**src/rtl/page_table_walker.sv**
```systemverilog
// page_table_walker: two-level page-table walker that turns a TLB miss into a fill pulse or a fault.
// Optional memory-response timeout is compiled in with `define PTW_TIMEOUT_EN.
module page_table_walker #(
    parameter int TIMEOUT_CYCLES = 255
) (
    input  logic        clk,
    input  logic        reset,
    input  logic [19:0] ptbr,
    input  logic        miss_valid,
    input  logic [19:0] miss_vpn,
    output logic        miss_ready,
    output logic        mem_req_valid,
    output logic [31:0] mem_req_addr,
    input  logic        mem_req_ready,
    input  logic        mem_resp_valid,
    input  logic [31:0] mem_resp_data,
    output logic        fill_we,
    output logic [19:0] fill_vpn,
    output logic [19:0] fill_ppn,
    output logic        fill_dirty,
    output logic        fault,
    output logic [19:0] fault_vpn,
    output logic [1:0]  fault_cause,
    output logic        busy
);

    typedef enum logic [2:0] {
        IDLE, L1_REQ, L1_WAIT, L2_REQ, L2_WAIT, FILL, FAULT
    } state_t;

    localparam logic [1:0] CAUSE_L1      = 2'b01;
    localparam logic [1:0] CAUSE_L2      = 2'b10;
    localparam logic [1:0] CAUSE_TIMEOUT = 2'b11;

    if (TIMEOUT_CYCLES < 1 || TIMEOUT_CYCLES > 255) begin : g_timeout_range
        $error("page_table_walker: TIMEOUT_CYCLES must be within 1..255");
    end

    state_t      state, state_nx;
    logic [19:0] vpn, vpn_nx;
    logic [31:0] req_addr_nx;
    logic        fill_we_nx;
    logic [19:0] fill_vpn_nx, fill_ppn_nx;
    logic        fill_dirty_nx;
    logic        fault_nx;
    logic [19:0] fault_vpn_nx;
    logic [1:0]  fault_cause_nx;

    // PTE bits [11:2] carry nothing this walker uses.
    logic unused_pte_bits;
    assign unused_pte_bits = ^mem_resp_data[11:2];

`ifdef PTW_TIMEOUT_EN
    logic [7:0] wait_cnt, wait_cnt_nx;
    logic       timed_out;
    assign timed_out = ({1'b0, wait_cnt} + 9'd1) == 9'(TIMEOUT_CYCLES);
`endif

    always_comb begin
        // NOTE: every signal written here gets a default first, so no latches are inferred.
        state_nx       = state;
        vpn_nx         = vpn;
        req_addr_nx    = mem_req_addr;
        fill_we_nx     = 1'b0;
        fill_vpn_nx    = fill_vpn;
        fill_ppn_nx    = fill_ppn;
        fill_dirty_nx  = fill_dirty;
        fault_nx       = 1'b0;
        fault_vpn_nx   = fault_vpn;
        fault_cause_nx = fault_cause;
`ifdef PTW_TIMEOUT_EN
        wait_cnt_nx    = wait_cnt;
`endif
        case (state)
            IDLE: begin
                if (miss_valid && miss_ready) begin
                    vpn_nx      = miss_vpn;
                    req_addr_nx = {ptbr, 12'b0} + {20'b0, miss_vpn[19:10], 2'b00};
                    state_nx    = L1_REQ;
                end
            end
            L1_REQ, L2_REQ: begin
                if (mem_req_ready) begin
                    state_nx = (state == L1_REQ) ? L1_WAIT : L2_WAIT;
`ifdef PTW_TIMEOUT_EN
                    wait_cnt_nx = '0;
`endif
                end
            end
            L1_WAIT, L2_WAIT: begin
                if (mem_resp_valid) begin
                    if (!mem_resp_data[0]) begin
                        state_nx       = FAULT;
                        fault_nx       = 1'b1;
                        fault_vpn_nx   = vpn;
                        fault_cause_nx = (state == L1_WAIT) ? CAUSE_L1 : CAUSE_L2;
                    end else if (state == L1_WAIT) begin
                        // The L1 PTE's PPN is the L2 table base; fold it straight into the next address.
                        req_addr_nx = {mem_resp_data[31:12], 12'b0} + {20'b0, vpn[9:0], 2'b00};
                        state_nx    = L2_REQ;
                    end else begin
                        state_nx      = FILL;
                        fill_we_nx    = 1'b1;
                        fill_vpn_nx   = vpn;
                        fill_ppn_nx   = mem_resp_data[31:12];
                        fill_dirty_nx = mem_resp_data[1];
                    end
                end
`ifdef PTW_TIMEOUT_EN
                else if (timed_out) begin
                    state_nx       = FAULT;
                    fault_nx       = 1'b1;
                    fault_vpn_nx   = vpn;
                    fault_cause_nx = CAUSE_TIMEOUT;
                end else begin
                    wait_cnt_nx = wait_cnt + 8'd1;
                end
`endif
            end
            FILL, FAULT: state_nx = IDLE;
            default:     state_nx = IDLE;
        endcase
    end

    // NOTE: outputs are registered from next-state values so each lines up with the state it describes.
    always_ff @(posedge clk or posedge reset) begin
        if (reset) begin
            state         <= IDLE;
            vpn           <= '0;
            miss_ready    <= 1'b1;
            busy          <= 1'b0;
            mem_req_valid <= 1'b0;
            mem_req_addr  <= '0;
            fill_we       <= 1'b0;
            fill_vpn      <= '0;
            fill_ppn      <= '0;
            fill_dirty    <= 1'b0;
            fault         <= 1'b0;
            fault_vpn     <= '0;
            fault_cause   <= '0;
`ifdef PTW_TIMEOUT_EN
            wait_cnt      <= '0;
`endif
        end else begin
            state         <= state_nx;
            vpn           <= vpn_nx;
            miss_ready    <= (state_nx == IDLE);
            busy          <= (state_nx != IDLE);
            mem_req_valid <= (state_nx == L1_REQ) || (state_nx == L2_REQ);
            mem_req_addr  <= req_addr_nx;
            fill_we       <= fill_we_nx;
            fill_vpn      <= fill_vpn_nx;
            fill_ppn      <= fill_ppn_nx;
            fill_dirty    <= fill_dirty_nx;
            fault         <= fault_nx;
            fault_vpn     <= fault_vpn_nx;
            fault_cause   <= fault_cause_nx;
`ifdef PTW_TIMEOUT_EN
            wait_cnt      <= wait_cnt_nx;
`endif
        end
    end

endmodule

```
**config.mk**
```make
export PLATFORM = sky130hd
export DESIGN_NAME = page_table_walker
export DESIGN_NICKNAME = d
export VERILOG_FILES = /design/src/rtl/page_table_walker.sv
export SDC_FILE = /design/constraint.sdc
export NUM_CORES = 1
export LEC_CHECK = 0
export CORE_ASPECT_RATIO = 1.75
export CORE_MARGIN = 8
export CORE_UTILIZATION = 45
export DETAILED_ROUTE_END_ITERATION = 12
export PLACE_DENSITY = 0.8
export SLEW_MARGIN = 10
export SYNTH_ARGS = -nofsm -noshare
export SYNTH_HDL_FRONTEND = slang
export SYNTH_SLANG_ARGS = --single-unit
export TNS_END_PERCENT = 30
```
**constraint.sdc**
```tcl
create_clock -name clk -period 5.7 [get_ports clk]
set_input_delay 1.71 -clock clk [delete_from_list [all_inputs] [get_ports clk]]
set_output_delay 1.71 -clock clk [all_outputs]
set_load 0.03 [all_outputs]
```
==> Word-level counts from Yosys, hierarchy flattened <==
Index checks and enable logic that the tools add are counted.
{ "totals": {"ff_bits": 123, "inputBits": 77, "output_inout_bits": 100, "word_cells": 59} }
{ "classes": {"addsub": 2, "eq_ne": 10, "muxes": 20, "bitwise": 2, "n_reduce_logical": 12} }
{ "ops": {"columns": ["op", "n"], "rows": [
  ["$mux W32", 4],
  ["$add A32 B12 Y32", 2],
  ["$pmux W32 S2", 1],
  ["$mux W3", 6],
  ["$eq A3 B2 Y1 const B", 3],
  ["$pmux W3 S3", 1],
  ["$ne A2 B2 Y1 const B", 4],
  ["$mux W1", 7],
  ["$eq A3 B1 Y1 const B", 2],
  ["$logic_not A3 Y1", 2],
  ["$reduce_and A5 Y1", 1],
  ["$reduce_and A4 Y1", 1],
  ["$reduce_or A2 Y1", 2],
  ["$eq A3 B3 Y1 const B", 1],
  ["$reduce_and A3 Y1", 1],
  ["$reduce_bool A3 Y1", 1],
  ["$mux W2", 1],
  ["$not A1 Y1", 2],
  ["$reduce_and A2 Y1", 1],
  ["$reduce_bool A2 Y1", 1],
  ["$logic_and A1 B1 Y1", 1],
  ["$logic_or A1 B1 Y1", 1]
]} }

==> Longest topological paths before layout <==
{ "logic_depth": {"ltp_word": 7, "mapped_depth": 5, "ltp_nobuf": 3} }

==> Worst setup path after synthesis <==
Ideal clock, no wire load.
{ "synth_path": {"path_kind": "input-to-reg", "startpoint": "input mem_resp_data[0]", "endpoint": "register mem_req_addr[10]", "setup_ns": 0.125, "t_arrival_ns": 2.615, "t_required_ns": 5.575, "slack_ns": 2.960, "path_stages": 4, "path_cell_list": "nand3_1 a211oi_4 buf_6 mux2_2"} }
{ "synth_via": {"elab_chain_len": 2} }
{ "synth_lines": {"columns": ["element", "line_no", "text"], "rows": [
  ["start: declaration", "16", "input logic [31:0] mem_resp_data,"],
  ["$ne A2 B2 Y1 (no source line)", null, null],
  ["$reduce_and A5 Y1 (no source line)", null, null],
  ["end signal: assignment", "150", "mem_req_addr <= req_addr_nx;"],
  ["end: declaration", "13", "output logic [31:0] mem_req_addr,"]
]} }
Every way passes these cells.
A chain may end at the register's enable or synchronous reset.

==> Final worst setup path <==
{ "layout_path": {"startpoint": "input mem_resp_data[0]", "endpoint": "register fill_vpn[17]"} }
{ "layout_via": {"elab_chain_len": 1} }
{ "layout_lines": {"columns": ["element", "line_no", "text"], "rows": [
  ["$reduce_and A4 Y1 (no source line)", null, null],
  ["end signal: assignment", "152", "fill_vpn <= fill_vpn_nx;"],
  ["end: declaration", "18", "output logic [19:0] fill_vpn,"]
]} }
Every way passes these cells.

==> metrics.cfg <==
[outcome]
run_status = complete, no violations

[layout]
antenna_cells = 0
area_delta_synth_final_pct = 45.5
drive_above_1_share_pct = 36.7
most-common-layout-cells = 164 x clkdlybuf4s50_1, 134 x mux2_2, 120 x dfrtp_1, 17 x clkbuf_16, 6 x nand2_1
post-route-util_pct = 67.0
layout_commonest_cell = clkdlybuf4s50_1
layout.nets = 571

[floorplan]
io_pins = 177
row_count = 51
die_y_um = 157
dieArea_um2 = 15200
die_w_um = 96.6
core_um2 = 11100
initial_core_util_pct = 46.0

[clock_network]
path_clk_slew_ns = 0.05
cts_sinks = 121
cts_tree = done
cts-resized-gates = 0
cts_hold_buf = 0
cts_buffer_depth = 2
cts_setup_buffers = 0
ctsHtreeMaxLevel = 4
numCtsBuffers = 17
cts_root_buf = clkbuf_16
insertion_delay_ns = 0.40

[grt]
grt_pass1_vias = 3659
grt_remaining_overflow = 0
grt_usage_pct = 18.0
grt_pass1_wl_um = 20200
grt_antenna_before_repair = 0
grt_max_degree = 66

[setup_path]
cp-start-kind = primary input
worstPathArrival_ns = 3.76
r2r_cells = 3
worstSetupPathType = in -> reg
endpoint_kind = register
cp.required_ns = 5.99
cp_max_fo = 25

[synth]
synth.largest_area_cell = dfrtp_1
ys.flop_type = dfrtp_1
synth_edf_count = 0
synth_area_um2 = 5110
synth_area_leaders = dfrtp_1 59%, mux2_2 30%, buf_6 1.8%, mux2_4 1.5%, buf_4 0.88%
ys_async_sr_fraction_pct = 100
synth_top_area_share_pct = 58.8
ys_warn_count = 0
syn_inst = 325
yosysUniqueCellTypes = 37
synth_seq_cells = 121
syn_area_per_cell_um2 = 15.7
seq_area_frac_synth_pct = 59.3

[job]
max-cap-violations = 0

[routing]
first_iter_violations = 92
vias = 3273
drtPass1Iterations = 4
via_per_inst = 5.12
ant_nets = 0
drc_errors = 0
drt-total-wl_um = 13000
routedWlPerCell_um = 20.3

[place]
dp_hpwl_um = 9390
portBuffers = 164
post-place-ws_ns = 1.77
place_congestion = 0.740

[timing]
fmax_ghz = 0.288
slew-limit-headroom_pct = 29.6
grt_setup_unrepaired = false
setup_tns_ns = 0
tightest_slew_ns = 1.05
setup_viol_count_final = 0
finalMaxSlewViolations = 0
post-route-period-util_pct = 61.0
fin_crit_ns = 3.48
finClkSkew_ns = 0.0105
final.setup.worst_slack_ns = 2.22
finalHoldViolCount = 0

[hold_path]
min_path_cells = 1
min_path_type = reg -> reg

[power_and_ir_drop]
p_leak_nw = 3.21
ir_drop_v = 0.000363
p_per_area_nw_per_um2 = 652

-- critical path, cell delays in order --
cell	delay, ns
clkdlybuf4s50_1	0.63
nand4_2	0.58
buf_4	0.50
mux2_2	0.32
-- where the power goes --
group          switching, mW  internal [mW]  total [mW]
combinational           1.15           1.11        2.25
clock                  0.371          0.707        1.08
sequential             0.260           1.26        1.52
total                   1.78           3.07        4.85
-- cells in the mapped netlist (all sizes together), types with 2 or more instances --
master  count
buf        19
dfrtp     120
inv         4
mux2      142
nand2       6
nand2b      3
o21ai       5
o21bai      2
-- state kept, by name (all words and copies together), names as in the netlist --
| register | flops |
|---|---|
| miss_ready | 1 |
| mem_req_addr | 30 |
| busy | 1 |
| vpn | 20 |
| fill_we | 1 |
| fill_ppn | 20 |
| mem_req_valid | 1 |
| fault_cause | 2 |
| fill_dirty | 1 |
| state | 3 |
| fault | 1 |
| fill_vpn | 20 |
| fault_vpn | 20 |
-- cell type report --
cell class	count	area [µm²]
Inverter	4	17.5
Multi-Input combinational cell	181	1930
Tap cell	132	165
Timing Repair Buffer	169	1690
Clock buffer	20	457
Clock inverter	12	149
Sequential cell	121	3030
Fill cell	846	3670
-- logic make-up (layout without fill, tap and decap cells) --
group                  after synthesis  count (layout)  share of synthesized area, %
XOR/XNOR                             1               1                         0.318
multiplexers                       142             142                          31.7
buffers and inverters               24             205                          3.50
AO/OA/AOI/OAI                       15              15                          2.23
other                                1               2                        0.0734
flip-flops                         121             121                          59.3
AND/OR/NAND/NOR                     21              21                          2.94
-- routing by layer --
layer / part of all wire, % / GRT usage (%) / up-vias
met2: 57 / 31.9 / 114
met1: 34 / 18.0 / 1650
li1: - / - / 1489
met4: 2.2 / 7.69 / 0
met3: 7.2 / 6.29 / 20
met5: 0 / 0 / -
-- path summary, 6_finish.rpt --
kind	startpoint	endpoint	slack, ns
worst max register to register	state[2]	fill_vpn[17]	3.21
worst max-delay path	mem_resp_data[0]	fill_vpn[17]	2.22
max in group asynchronous	reset	fill_ppn[15]	3.11
worst min register to register	fill_vpn[10]	fill_vpn[10]	0.50
worst min-delay path	fill_vpn[10]	fill_vpn[10]	0.50
min in group asynchronous	reset	fill_ppn[12]	1.78
-- stage by stage --
stage	hold WS (ns)	cells	instance area [µm²]	total power, mW
final	0.500	639	7440	4.85
after global routing	0.512	639	7440	5.08
after CTS	0.505	639	7440	4.91
after detailed placement	0.493	607	6830	3.81
after global placement	0.474	607	6830	3.74
after floorplan	0.473	326	5110	2.93
Power figures use the tool's default switching activity.
